File: src/rtl/tx_pkt_pkg.sv
// rtl/tx_pkt_pkg.sv - shared constants, state encoding and helpers for the TX packet framer
package tx_pkt_pkg;

  localparam int MAX_WORDS = 15;
  localparam int WORD_W    = 16;
  localparam int BUF_DEPTH = MAX_WORDS + 1;

  localparam int HDR_TYPE_MSB = 7;
  localparam int HDR_TYPE_LSB = 4;
  localparam int HDR_CNT_MSB  = 3;
  localparam int HDR_CNT_LSB  = 0;

  localparam logic [2:0] ST_IDLE  = 3'd0;
  localparam logic [2:0] ST_HDR   = 3'd1;
  localparam logic [2:0] ST_DHI   = 3'd2;
  localparam logic [2:0] ST_DLO   = 3'd3;
  localparam logic [2:0] ST_CHK   = 3'd4;
  localparam logic [2:0] ST_GUARD = 3'd5;

  function automatic logic [7:0] make_header(input logic [3:0] rtype, input logic [3:0] cnt);
    logic [7:0] h;
    h = 8'h00;
    h[HDR_TYPE_MSB:HDR_TYPE_LSB] = rtype;
    h[HDR_CNT_MSB:HDR_CNT_LSB]   = cnt;
    return h;
  endfunction

  function automatic logic [7:0] chk_update(input logic [7:0] acc, input logic [7:0] b);
    return acc ^ b;
  endfunction

endpackage

File: src/rtl/tx_word_buffer.sv
// rtl/tx_word_buffer.sv - 16x16 response word register file, sync write, async read
module tx_word_buffer
  import tx_pkt_pkg::*;
(
  input  logic              clk,
  input  logic              wr_en,
  input  logic [3:0]        wr_idx,
  input  logic [WORD_W-1:0] wr_data,
  input  logic [3:0]        rd_idx,
  output logic [WORD_W-1:0] rd_data
);

  logic [WORD_W-1:0] mem [BUF_DEPTH];

  always_ff @(posedge clk) begin
    if (wr_en) mem[wr_idx] <= wr_data;
  end

  assign rd_data = mem[rd_idx];

endmodule

File: src/rtl/tx_packet_framer.sv
// rtl/tx_packet_framer.sv - frames buffered response words into header/data/checksum UART bytes
module tx_packet_framer
  import tx_pkt_pkg::*;
(
  input  logic              clk,
  input  logic              rst_n,
  input  logic [WORD_W-1:0] tx_word,
  input  logic              write_tx_word,
  input  logic              new_tx_dv,
  input  logic [3:0]        tx_word_cnt,
  input  logic [3:0]        tx_resp_type,
  output logic              tx_busy,
  output logic              tx_err,
  output logic              tx_ovf,
  output logic [7:0]        uart_data,
  output logic              uart_new_data,
  input  logic              uart_busy,
  input  logic              uart_block
);

  localparam logic [4:0] MAX_CNT = 5'(MAX_WORDS);

  logic [2:0]        state;
  logic [2:0]        ret_state;
  logic [3:0]        wr_ptr;
  logic [3:0]        rd_ptr;
  logic [3:0]        cnt_q;
  logic [3:0]        type_q;
  logic [7:0]        checksum;
  logic [7:0]        cur_byte;
  logic [WORD_W-1:0] rd_word;
  logic              wr_accept;
  logic [4:0]        avail;
  logic              issue_ok;

  assign wr_accept = write_tx_word && !tx_busy && ({1'b0, wr_ptr} < MAX_CNT);
  // A write in the same cycle as the request is counted before the count check.
  assign avail     = {1'b0, wr_ptr} + {4'b0000, wr_accept};
  assign issue_ok  = !uart_busy && !uart_block;

  tx_word_buffer u_buf (
    .clk     (clk),
    .wr_en   (wr_accept),
    .wr_idx  (wr_ptr),
    .wr_data (tx_word),
    .rd_idx  (rd_ptr),
    .rd_data (rd_word)
  );

  always_comb begin
    cur_byte = 8'h00;
    case (state)
      ST_HDR:  cur_byte = make_header(type_q, cnt_q);
      ST_DHI:  cur_byte = rd_word[15:8];
      ST_DLO:  cur_byte = rd_word[7:0];
      ST_CHK:  cur_byte = checksum;
      default: cur_byte = 8'h00;
    endcase
  end

  always_ff @(posedge clk or negedge rst_n) begin
    if (!rst_n) begin
      state         <= ST_IDLE;
      ret_state     <= ST_IDLE;
      wr_ptr        <= 4'd0;
      rd_ptr        <= 4'd0;
      cnt_q         <= 4'd0;
      type_q        <= 4'd0;
      checksum      <= 8'h00;
      tx_busy       <= 1'b0;
      tx_err        <= 1'b0;
      tx_ovf        <= 1'b0;
      uart_data     <= 8'h00;
      uart_new_data <= 1'b0;
    end else begin
      uart_new_data <= 1'b0;
      tx_err        <= 1'b0;

      if (wr_accept) wr_ptr <= wr_ptr + 4'd1;
      if (new_tx_dv && state == ST_IDLE) tx_ovf <= 1'b0;
      // A drop in the request cycle wins over the clear.
      if (write_tx_word && !wr_accept) tx_ovf <= 1'b1;

      case (state)
        ST_IDLE: begin
          if (new_tx_dv) begin
            cnt_q  <= tx_word_cnt;
            type_q <= tx_resp_type;
            if ({1'b0, tx_word_cnt} > avail) begin
              tx_err <= 1'b1;
              wr_ptr <= 4'd0;
            end else begin
              tx_busy <= 1'b1;
              rd_ptr  <= 4'd0;
              state   <= ST_HDR;
            end
          end
        end

        ST_GUARD: begin
          state <= ret_state;
          if (ret_state == ST_IDLE) begin
            tx_busy <= 1'b0;
            wr_ptr  <= 4'd0;
            rd_ptr  <= 4'd0;
          end
        end

        ST_HDR, ST_DHI, ST_DLO, ST_CHK: begin
          if (issue_ok) begin
            uart_new_data <= 1'b1;
            uart_data     <= cur_byte;
            state         <= ST_GUARD;
            case (state)
              ST_HDR: begin
                checksum  <= chk_update(8'h00, cur_byte);
                ret_state <= (cnt_q != 4'd0) ? ST_DHI : ST_CHK;
              end
              ST_DHI: begin
                checksum  <= chk_update(checksum, cur_byte);
                ret_state <= ST_DLO;
              end
              ST_DLO: begin
                checksum  <= chk_update(checksum, cur_byte);
                rd_ptr    <= rd_ptr + 4'd1;
                ret_state <= (({1'b0, rd_ptr} + 5'd1) < {1'b0, cnt_q}) ? ST_DHI : ST_CHK;
              end
              default: ret_state <= ST_IDLE;
            endcase
          end
        end

        default: begin
          state   <= ST_IDLE;
          tx_busy <= 1'b0;
        end
      endcase
    end
  end

endmodule

File: config.mk
export PLATFORM = sky130hd
export DESIGN_NAME = tx_packet_framer
export DESIGN_NICKNAME = d
export VERILOG_FILES = /design/src/rtl/tx_pkt_pkg.sv /design/src/rtl/tx_word_buffer.sv /design/src/rtl/tx_packet_framer.sv
export SDC_FILE = /design/constraint.sdc
export NUM_CORES = 1
export LEC_CHECK = 0
export ABC_AREA = 1
export BUFFER_PORTS_ARGS = -buffer_cell sky130_fd_sc_hd__buf_4
export CORE_ASPECT_RATIO = 1.5
export CORE_MARGIN = 2
export CORE_UTILIZATION = 35
export CTS_BUF_LIST = sky130_fd_sc_hd__clkbuf_8
export DETAILED_ROUTE_END_ITERATION = 12
export GPL_ROUTABILITY_DRIVEN = 0
export PLACE_DENSITY = 0.48
export SYNTH_ARGS = -nofsm -noshare
export SYNTH_HDL_FRONTEND = slang
export SYNTH_SLANG_ARGS = --single-unit
File: constraint.sdc
create_clock -name clk -period 2.8 [get_ports clk]
set_clock_uncertainty 0.1 [all_clocks]
set_input_delay 0.56 -clock clk [delete_from_list [all_inputs] [get_ports clk]]
set_output_delay 0.56 -clock clk [all_outputs]
set_load 0.05 [all_outputs]
# Yosys cells after proc, flatten, opt, wreduce, memory -nomap -nowiden
# Memories as Yosys holds them, arrays and structs flattened.
# Cells that the tools add are included.
# word_totals
latchBits,0
mem_bits_rw,256
memories,1
wordCells,88
in_bits,30
out_inout_bits,12
romBits,0
reg_bits,42
# op_classes
reduce_logical,23
muxes,33
n_shift,0
multipliers,0
magnitude_cmp,3
div_mod_pow,0
n_bitwise,2
n_eq_ne,10
n_addsub,4
# memory_table
memory,depth,word_bits,rd,rd_clocked_by_memory_dff,write_ports,line_no,text
u_buf.mem,16,16,1,0,1,tx_word_buffer.sv:13,logic [WORD_W-1:0] mem [BUF_DEPTH];
# op_table
operator,n
4-bit 2-to-1 mux,9
8-bit one-hot mux with 4 select lines,1
3-bit one-hot mux with 3 select lines,2
8-bit one-hot mux with 2 select lines,1
3-bit 2-to-1 mux,5
1-bit 2-to-1 mux,12
4-bit one-hot mux with 3 select lines,1
"2-bit != test, second input constant",5
"4-bit by 1-bit adder with 4-bit output, second input constant",2
4-bit one-hot mux with 2 select lines,1
8-bit bitwise XOR,1
"3-bit by 2-bit equality test with 1-bit output, second input constant",2
"3-bit equality test, second input constant",2
3-bit zero test,2
3-bit AND reduction,2
6-bit AND reduction,1
4-bit by 1-bit adder with 5-bit output,1
"4-bit by 1-bit adder with 5-bit output, second input constant",1
4-bit by 5-bit greater-than comparator with 1-bit output,1
1-bit logical AND,5
5-bit by 4-bit less-than comparator with 1-bit output,1
1-bit zero test,4
"4-bit less-than comparator, second input constant",1
2-bit AND reduction,2
9 further kinds,10

# Logic depth before layout (Yosys ltp)
# Gate-level depths: netlist of the first run.
# logic_depth
depth_word,8
mapped_depth,17
mapped_depth_nobuf,17

# Hierarchy
# A second synthesis of the first run with hierarchy kept.
# unflattened
hier_cells,1423
area_unflattened_um2,13645.6
# modules_own_cells
module,cells_each,area_each_um2,seq_area_each_um2,n_inst
tx_word_buffer,1058,11060.6,7687.4,1
tx_packet_framer,365,2585.0,1051.0,1

# Worst setup path after synthesis of the first run
# Ideal clock, no wire load.
# synth_timing
path_kind,register -> register
from,register tx_busy
to,register rd_ptr[3]
arrival_time_ns,2.469
required_time_ns,2.563
setup_slack_ns,0.094
setup_ns,0.137
path_buffers,0
period_less_slack_ns,2.706
path_stages_with_launch,16
cell_sequence,dfrtp_1 > nor2_1 > o21ai_1 > inv_1 > ha_1 > ha_1 > inv_1 > ha_1 > a21oi_1 > o21ai_0 > nand3_1 > nand2_1 > nand2_1 > nand2_1 > a21oi_1 > a21oi_1
# synth_between
elab_chain_cells,7
# synth_lines
element,line_no,text
from (decl),tx_packet_framer.sv:12,"output logic tx_busy,"
from (signal assigned),tx_packet_framer.sv:70,tx_busy <= 1'b0;
from (signal assigned),tx_packet_framer.sv:93,tx_busy <= 1'b1;
from (signal assigned),tx_packet_framer.sv:103,tx_busy <= 1'b0;
1-bit zero test,tx_packet_framer.sv:36,"assign wr_accept = write_tx_word && !tx_busy && ({1'b0, wr_ptr} < MAX_CNT);"
1-bit logical AND (2 in series),tx_packet_framer.sv:36,
4-bit by 1-bit adder with 5-bit output,tx_packet_framer.sv:38,"assign avail = {1'b0, wr_ptr} + {4'b0000, wr_accept};"
4-bit by 5-bit greater-than comparator with 1-bit output,tx_packet_framer.sv:89,"if ({1'b0, tx_word_cnt} > avail) begin"
2-bit != test (no source line),-,
6-bit AND reduction (no source line),-,
to (signal assigned),tx_packet_framer.sv:125,rd_ptr <= rd_ptr + 4'd1;
to (decl),tx_packet_framer.sv:26,logic [3:0] rd_ptr;
# Every way passes these cells.
# A chain may end at the register's enable or synchronous reset.

# Final worst setup path of the first run
# layout_timing
from,register wr_ptr[0]
to,register state[0]
# layout_between
elab_chain_cells,6
# layout_lines
element,line_no,text
from (decl),tx_packet_framer.sv:25,logic [3:0] wr_ptr;
from (signal assigned),tx_packet_framer.sv:79,if (wr_accept) wr_ptr <= wr_ptr + 4'd1;
4-bit less-than comparator,tx_packet_framer.sv:36,
1-bit logical AND,tx_packet_framer.sv:36,
4-bit by 1-bit adder with 5-bit output *,tx_packet_framer.sv:38,
4-bit by 5-bit greater-than comparator with 1-bit output *,tx_packet_framer.sv:89,
2-bit != test (no source line) *,-,
3-bit AND reduction (no source line) *,-,
to (signal assigned),tx_packet_framer.sv:101,state <= ret_state;
to (decl),tx_packet_framer.sv:23,logic [2:0] state;
# Every way passes the cells marked *; elsewhere a longest branch is shown, timed or not.

==> run summary, run 1 <==
Min Clock Period, post-route - 2.61 ns
Crit. Startpoint - wr_ptr[0]
Root Buffer - clkbuf_8
final worst-path cycle share - 93.4%
Setup WS pre-CTS - -0.111 ns
Max Fclk - 382 MHz
Worst setup EP type - flip-flop
number of global-route vias before repair - 8890
Worst-Skew Late Latency - 0.60 ns
Die Ht - 241 um
Core Util, Final - 40.9%
Max Cap Viol - 0
CTS tree - built
Starting Density - 35.5%
RR Startpoint - wr_ptr[0]
drt first-iter violations - 513
core area - 0.0368 mm2
Startpoint Class - flip-flop
Worst Path Class, Setup - flip-flop to flip-flop
worst hold path class - input pin to flip-flop
initial antenna violation count - 1
largest net degree at the start of global routing - 70
drt total wl - 32900 um
Slew Limit Headroom - 61.7%
Mean Syn Cell Area - 10.5 um2
global-route wire length before repair - 50800 um
Post-Syn Instances - 1245
Max IR drop VDD - 0.516 mV
DP HPWL - 19500 um
clock sink count - 298
Ys Warns - 0
unique cell type count in the Yosys netlist - 35
most common cell after layout, fill and taps aside - nand2_1
NumNets Final - 1383
worst slew pin tran - 0.574 ns
final hold vios - 0
Hold Crit Start - tx_resp_type[3]
top post-synthesis cells by area - edfxtp_1 (59%), nand2_1 (9.1%), dfrtp_1 (8.0%)
CTS H-tree depth - 2
Max Transition Viols Final - 0
post-DR vias/cell - 4.75
DRT Pass-1 Iters - 5
share of the synthesized area in the top cell type - 58.8%
leakage power - 6.10 nW
Worst Hold Margin - 0.0650 ns
Filler cells - 3652
Post-DRT Antenna Nets - 0
CP Data Required Time - 3.22 ns
via count - 8829
Die ar. - 0.0390 mm2
status - complete, no violations
number of clock buffers inserted by TritonCTS - 49
drt drc - 0
Synth area leader - edfxtp_1
Layout area overhead - 15.0%
Critical Path AT - 3.03 ns
Post-Layout Cell Count - 1860
Post-Syn Area - 0.0131 mm2
crit path max fanout - 4
most frequent cells in the layout - nand2_1 (314), edfxtp_1 (256), nor2_1 (150)
io pins - 42
Final Setup Violations - 0
GRT Total Usage - 17.2%
post-synthesis register bit count - 298
gr ovfl total - 0
slack of the critical path - 0.185 ns
Placed Cells incl. Taps - 1770
Die X-Extent - 162 um
IO Port Bufs - 41
CTS max path bufs - 3
clk slew on worst S/H paths - 0.06 ns
PwrDens - 959 mW/mm2
fraction of layout cells with a size suffix above 1 - 14.7%
Seq/Total Area, Yosys - 66.8%
routed len/inst - 17.7 um
cell row count - 86
==> through the flow <==
stage / setup TNS, ns / total power [mW] / cell area [um2]
2_1_floorplan: 0 / 9.44 / 13100
3_3_place_gp: -0.114 / 10.9 / 14100
3_5_place_dp: -0.380 / 11.0 / 14100
4_1_cts: 0 / 14.6 / 15000
5_1_grt: -0.00376 / 15.5 / 15000
6_report: 0 / 14.4 / 15000
==> power by group <==
group	internal [mW]	leakage, nW	switching [mW]
registers	5.36	2.86	0.216
logic	1.70	2.72	3.61
clock network	1.83	0.521	1.72
total	8.88	6.10	5.55
==> timing repair <==
action / in CTS / in global routing
endpoints found under the setup margin: 0 / 7
hold buffers: 1 / 0
buffers inserted: 0 / 1
endpoints found under the hold margin: 42 / 0
resized for setup: 0 / 11
==> state kept, by name (all words and copies together), names as in the netlist <==
| name | cells |
|---|---|
| tx_err | 1 |
| state | 3 |
| checksum | 8 |
| rd_ptr | 4 |
| u_buf.mem | 256 |
| tx_busy | 1 |
| tx_ovf | 1 |
| uart_data | 8 |
| ret_state | 3 |
| cnt_q | 4 |
| wr_ptr | 4 |
| uart_new_data | 1 |
| type_q | 4 |
==> synthesized netlist by cell type <==
cell / instances
nor2_1: 166
a21oi_1: 11
nor2_4: 1
a31o_2: 1
ha_1: 14
nor2_2: 6
conb_1: 1
nor3b_1: 1
xnor2_1: 1
inv_1: 108
dfrtp_1: 42
xor2_1: 4
a21boi_0: 1
o21ai_1: 39
buf_1: 3
inv_2: 4
clkinv_1: 2
o211ai_1: 5
nand2_2: 1
buf_2: 20
nand3_2: 8
nand2_1: 316
inv_4: 1
o21ai_0: 52
edfxtp_1: 256
o21ba_2: 1
clkbuf_1: 13
nand3_1: 127
nor3_1: 1
buf_4: 7
nand4_1: 3
a21o_1: 1
o22ai_1: 7
buf_6: 18
nor3_2: 3
==> area by class of cell <==
cell class	count	area [um2]	share of cell area, %
clock buffer	53	729	4.85
timing repair buffer	89	746	4.96
clock inverter	34	168	1.11
tap	484	606	4.03
sequential	298	8740	58.1
antenna	1	2.50	0.0166
inverter	115	434	2.89
multi-input combinational	786	3610	24.0
==> logic make-up (layout without fill, tap and decap cells) <==
group                      after synthesis  in the layout  synth area share (%)
DFF                                    298            298                  66.8
AOI/OAI and AO/OA                      118            118                  4.78
buffers and inverters                  176            291                  6.50
xor gates and xnor gates                 5              5                 0.335
and+or+nand+nor                        633            633                  20.2
other                                    1             17                0.0287
adders and majority gates               14             14                  1.34
==> worst paths after layout <==
path / endpoint / slack (ns) / cells past startpoint
max: state[0] / 0.19 / 17
min: type_q[3] / 0.06 / 3
max reg2reg: state[0] / 0.19 / 17
min reg2reg: uart_data[0] / 0.38 / 2
max in group asynchronous: rd_ptr[0] / 1.76 / 2
min in group asynchronous: cnt_q[1] / 0.40 / 2
==> metal layers <==
layer	routed length, um	GRT usage [%]	share of wire (%)	vias up
met2	17300	31.1	52	173
li1	-	-	-	4324
met3	1270	2.84	3.8	66
met4	1020	6.81	3.1	0
met1	13400	20.3	41	4266
met5	0	0	0	-
==> critical path: stages (launching register included) <==
cell and delay [ns]:
dfrtp_1 0.35, ha_2 0.18, inv_1 0.05, o21ai_2 0.14, inv_1 0.07, ha_2 0.19
ha_1 0.27, inv_1 0.04, ha_1 0.28, a21oi_1 0.16, o21ai_1 0.08, nand3_1 0.11
nand2_1 0.07, nand2_2 0.10, inv_1 0.06, nor2_2 0.14, o21ai_1 0.08, o21ai_0 0.07
(Power assumes the default switching activity.)
==> run 2, diff against run 1 <==
--- a/config.mk
+++ b/config.mk
@@ -13,6 +13,7 @@
 export CTS_BUF_LIST = sky130_fd_sc_hd__clkbuf_8
 export DETAILED_ROUTE_END_ITERATION = 12
 export GPL_ROUTABILITY_DRIVEN = 0
+export GPL_TIMING_DRIVEN = 0
 export PLACE_DENSITY = 0.48
 export SYNTH_ARGS = -nofsm -noshare
 export SYNTH_HDL_FRONTEND = slang
==> run 2 against run 1 <==
Net effect: combinational power grew 18%; via count rose by 3.5%; worst setup slack got worse by 0.044 ns; non-clock buffer count is 33 higher; count of clock-buffer cells in the layout down 5; critical path type unchanged; largest power group is now combinational logic; highest routed layer unchanged.
==> run summary, run 2 (synthesis results as in run 1) <==
post-DR vias/cell - 4.83
largest net degree at the start of global routing - 43
Max IR drop VDD - 0.470 mV
Worst setup EP type - flip-flop
CTS H-tree depth - 2
CP Data Required Time - 3.13 ns
Largest regs - u_buf.mem: 256 flops, checksum: 8 flops, uart_data: 8 flops
Power Total - 15.2 mW
number of clock buffers inserted by TritonCTS - 47
cell row count - 86
crit-path max cell delay - 0.37 ns
Final Setup Violations - 0
NumNets Final - 1414
Filler cells - 3654
Largest Register - u_buf.mem
Worst Hold Margin - 0.0824 ns
most common cell after layout, fill and taps aside - nand2_1
WP buf/inv - 3
slack of the critical path - 0.141 ns
routed len/inst - 20.5 um
drt total wl - 38800 um
Worst-Skew Late Latency - 0.60 ns
drt first-iter violations - 639
area post-placement - 0.0144 mm2
drt drc - 0
Critical Path AT - 2.99 ns
core area - 0.0368 mm2
PwrDens - 987 mW/mm2
final hold vios - 0
Layout area overhead - 17.8%
fraction of layout cells with a size suffix above 1 - 16.0%
Placed Cells incl. Taps - 1800
Slew Limit Headroom - 40.5%
Die ar. - 0.0390 mm2
IO Port Bufs - 41
Post-Layout Cell Count - 1892
Worst Path Class, Setup - flip-flop to flip-flop
CTS max path bufs - 3
global-route wire length before repair - 58200 um
clock sink count - 298
CP max stage cell - dfrtp_1
Post-DRT Antenna Nets - 0
worst hold path class - input pin to flip-flop
GRT Total Usage - 20.6%
max FFs per register - 256
io pins - 42
crit-path cells - ha_2 > inv_1 > o21ai_2 > inv_2 > ha_1 > ha_2 > inv_1 > ha_4 > a21oi_2 > o21ai_1 > nand3_1 > nand2_1 > nand2_2 > nand2_4 > a21oi_1 > a21oi_1
setup TNS - 0 ns
worst slew pin tran - 0.892 ns
DRT Pass-1 Iters - 5
most frequent cells in the layout - nand2_1 (313), edfxtp_1 (256), nor2_1 (150)
via count - 9142
critical path's top delay family - adder cells
crit path max fanout - 8
Setup WS pre-CTS - -0.488 ns
clk slew on worst S/H paths - 0.06 ns
Starting Density - 35.5%
Max Cap Viol - 0
Max Transition Viols Final - 0
Max Fclk - 376 MHz
Root Buffer - clkbuf_8
Min Clock Period, post-route - 2.66 ns
initial antenna violation count - 1
RSZ-0062 raised after global routing - yes
Startpoint Class - flip-flop
status - complete, no violations
DP HPWL - 26900 um
gr ovfl total - 0
leakage power - 6.23 nW
Die Ht - 241 um
Core Util, Final - 41.9%
CTS tree - built
final worst-path cycle share - 95.0%
number of global-route vias before repair - 9423
post-layout instance area - 0.0154 mm2
Die X-Extent - 162 um
-- run 2: worst paths after layout --
kind	from	end	slack, ns	depth (start not counted)
setup / recovery	wr_ptr[0]	rd_ptr[2]	0.14	16
hold / removal	tx_resp_type[1]	type_q[1]	0.08	3
setup reg to reg	wr_ptr[0]	rd_ptr[2]	0.14	16
hold reg to reg	uart_data[7]	uart_data[7]	0.38	2
max in group asynchronous	rst_n	wr_ptr[2]	1.78	2
min in group asynchronous	rst_n	tx_ovf	0.40	2
-- run 2: area by class of cell --
| type | instances | area (um2) | area share (%) |
|---|---|---|---|
| diodes | 1 | 2.50 | 0.0162 |
| plain buffers | 59 | 408 | 2.65 |
| clock buffers | 48 | 661 | 4.29 |
| clock inverters | 38 | 189 | 1.23 |
| inverters | 115 | 434 | 2.82 |
| multi-input cells | 786 | 3640 | 23.6 |
| flip-flops and latches | 298 | 8740 | 56.7 |
| well taps | 484 | 606 | 3.93 |
| repair buffers | 63 | 726 | 4.71 |
-- run 2: worst min-delay path: stages --
cell and delay [ns]:
buf_4 0.08, nand2_1 0.04, nand2_1 0.06
-- run 2: per-layer routing --
| metal | vias to the layer above | wire, um | track usage [%] |
|---|---|---|---|
| met1 | 4445 | 15400 | 23.8 |
| li1 | 4395 | - | - |
| met4 | 0 | 1510 | 8.85 |
| met3 | 77 | 1660 | 3.08 |
| met2 | 225 | 20300 | 37.8 |
| met5 | - | 0 | 0 |
-- run 2: what timing repair did --
action / 4_1_cts / 5_1_grt
endpoints found under the setup margin: 13 / 12
hold buffers: 1 / 0
gates cloned: 0 / 0
resized for setup: 9 / 14
endpoints found under the hold margin: 42 / 0
buffers inserted: 4 / 2
pin swaps: 0 / 4
-- run 2: report_power, final --
part | switching, mW | total [mW] | internal, mW
clock network | 1.75 | 3.45 | 1.69
registers | 0.172 | 5.52 | 5.35
logic | 4.30 | 6.24 | 1.94
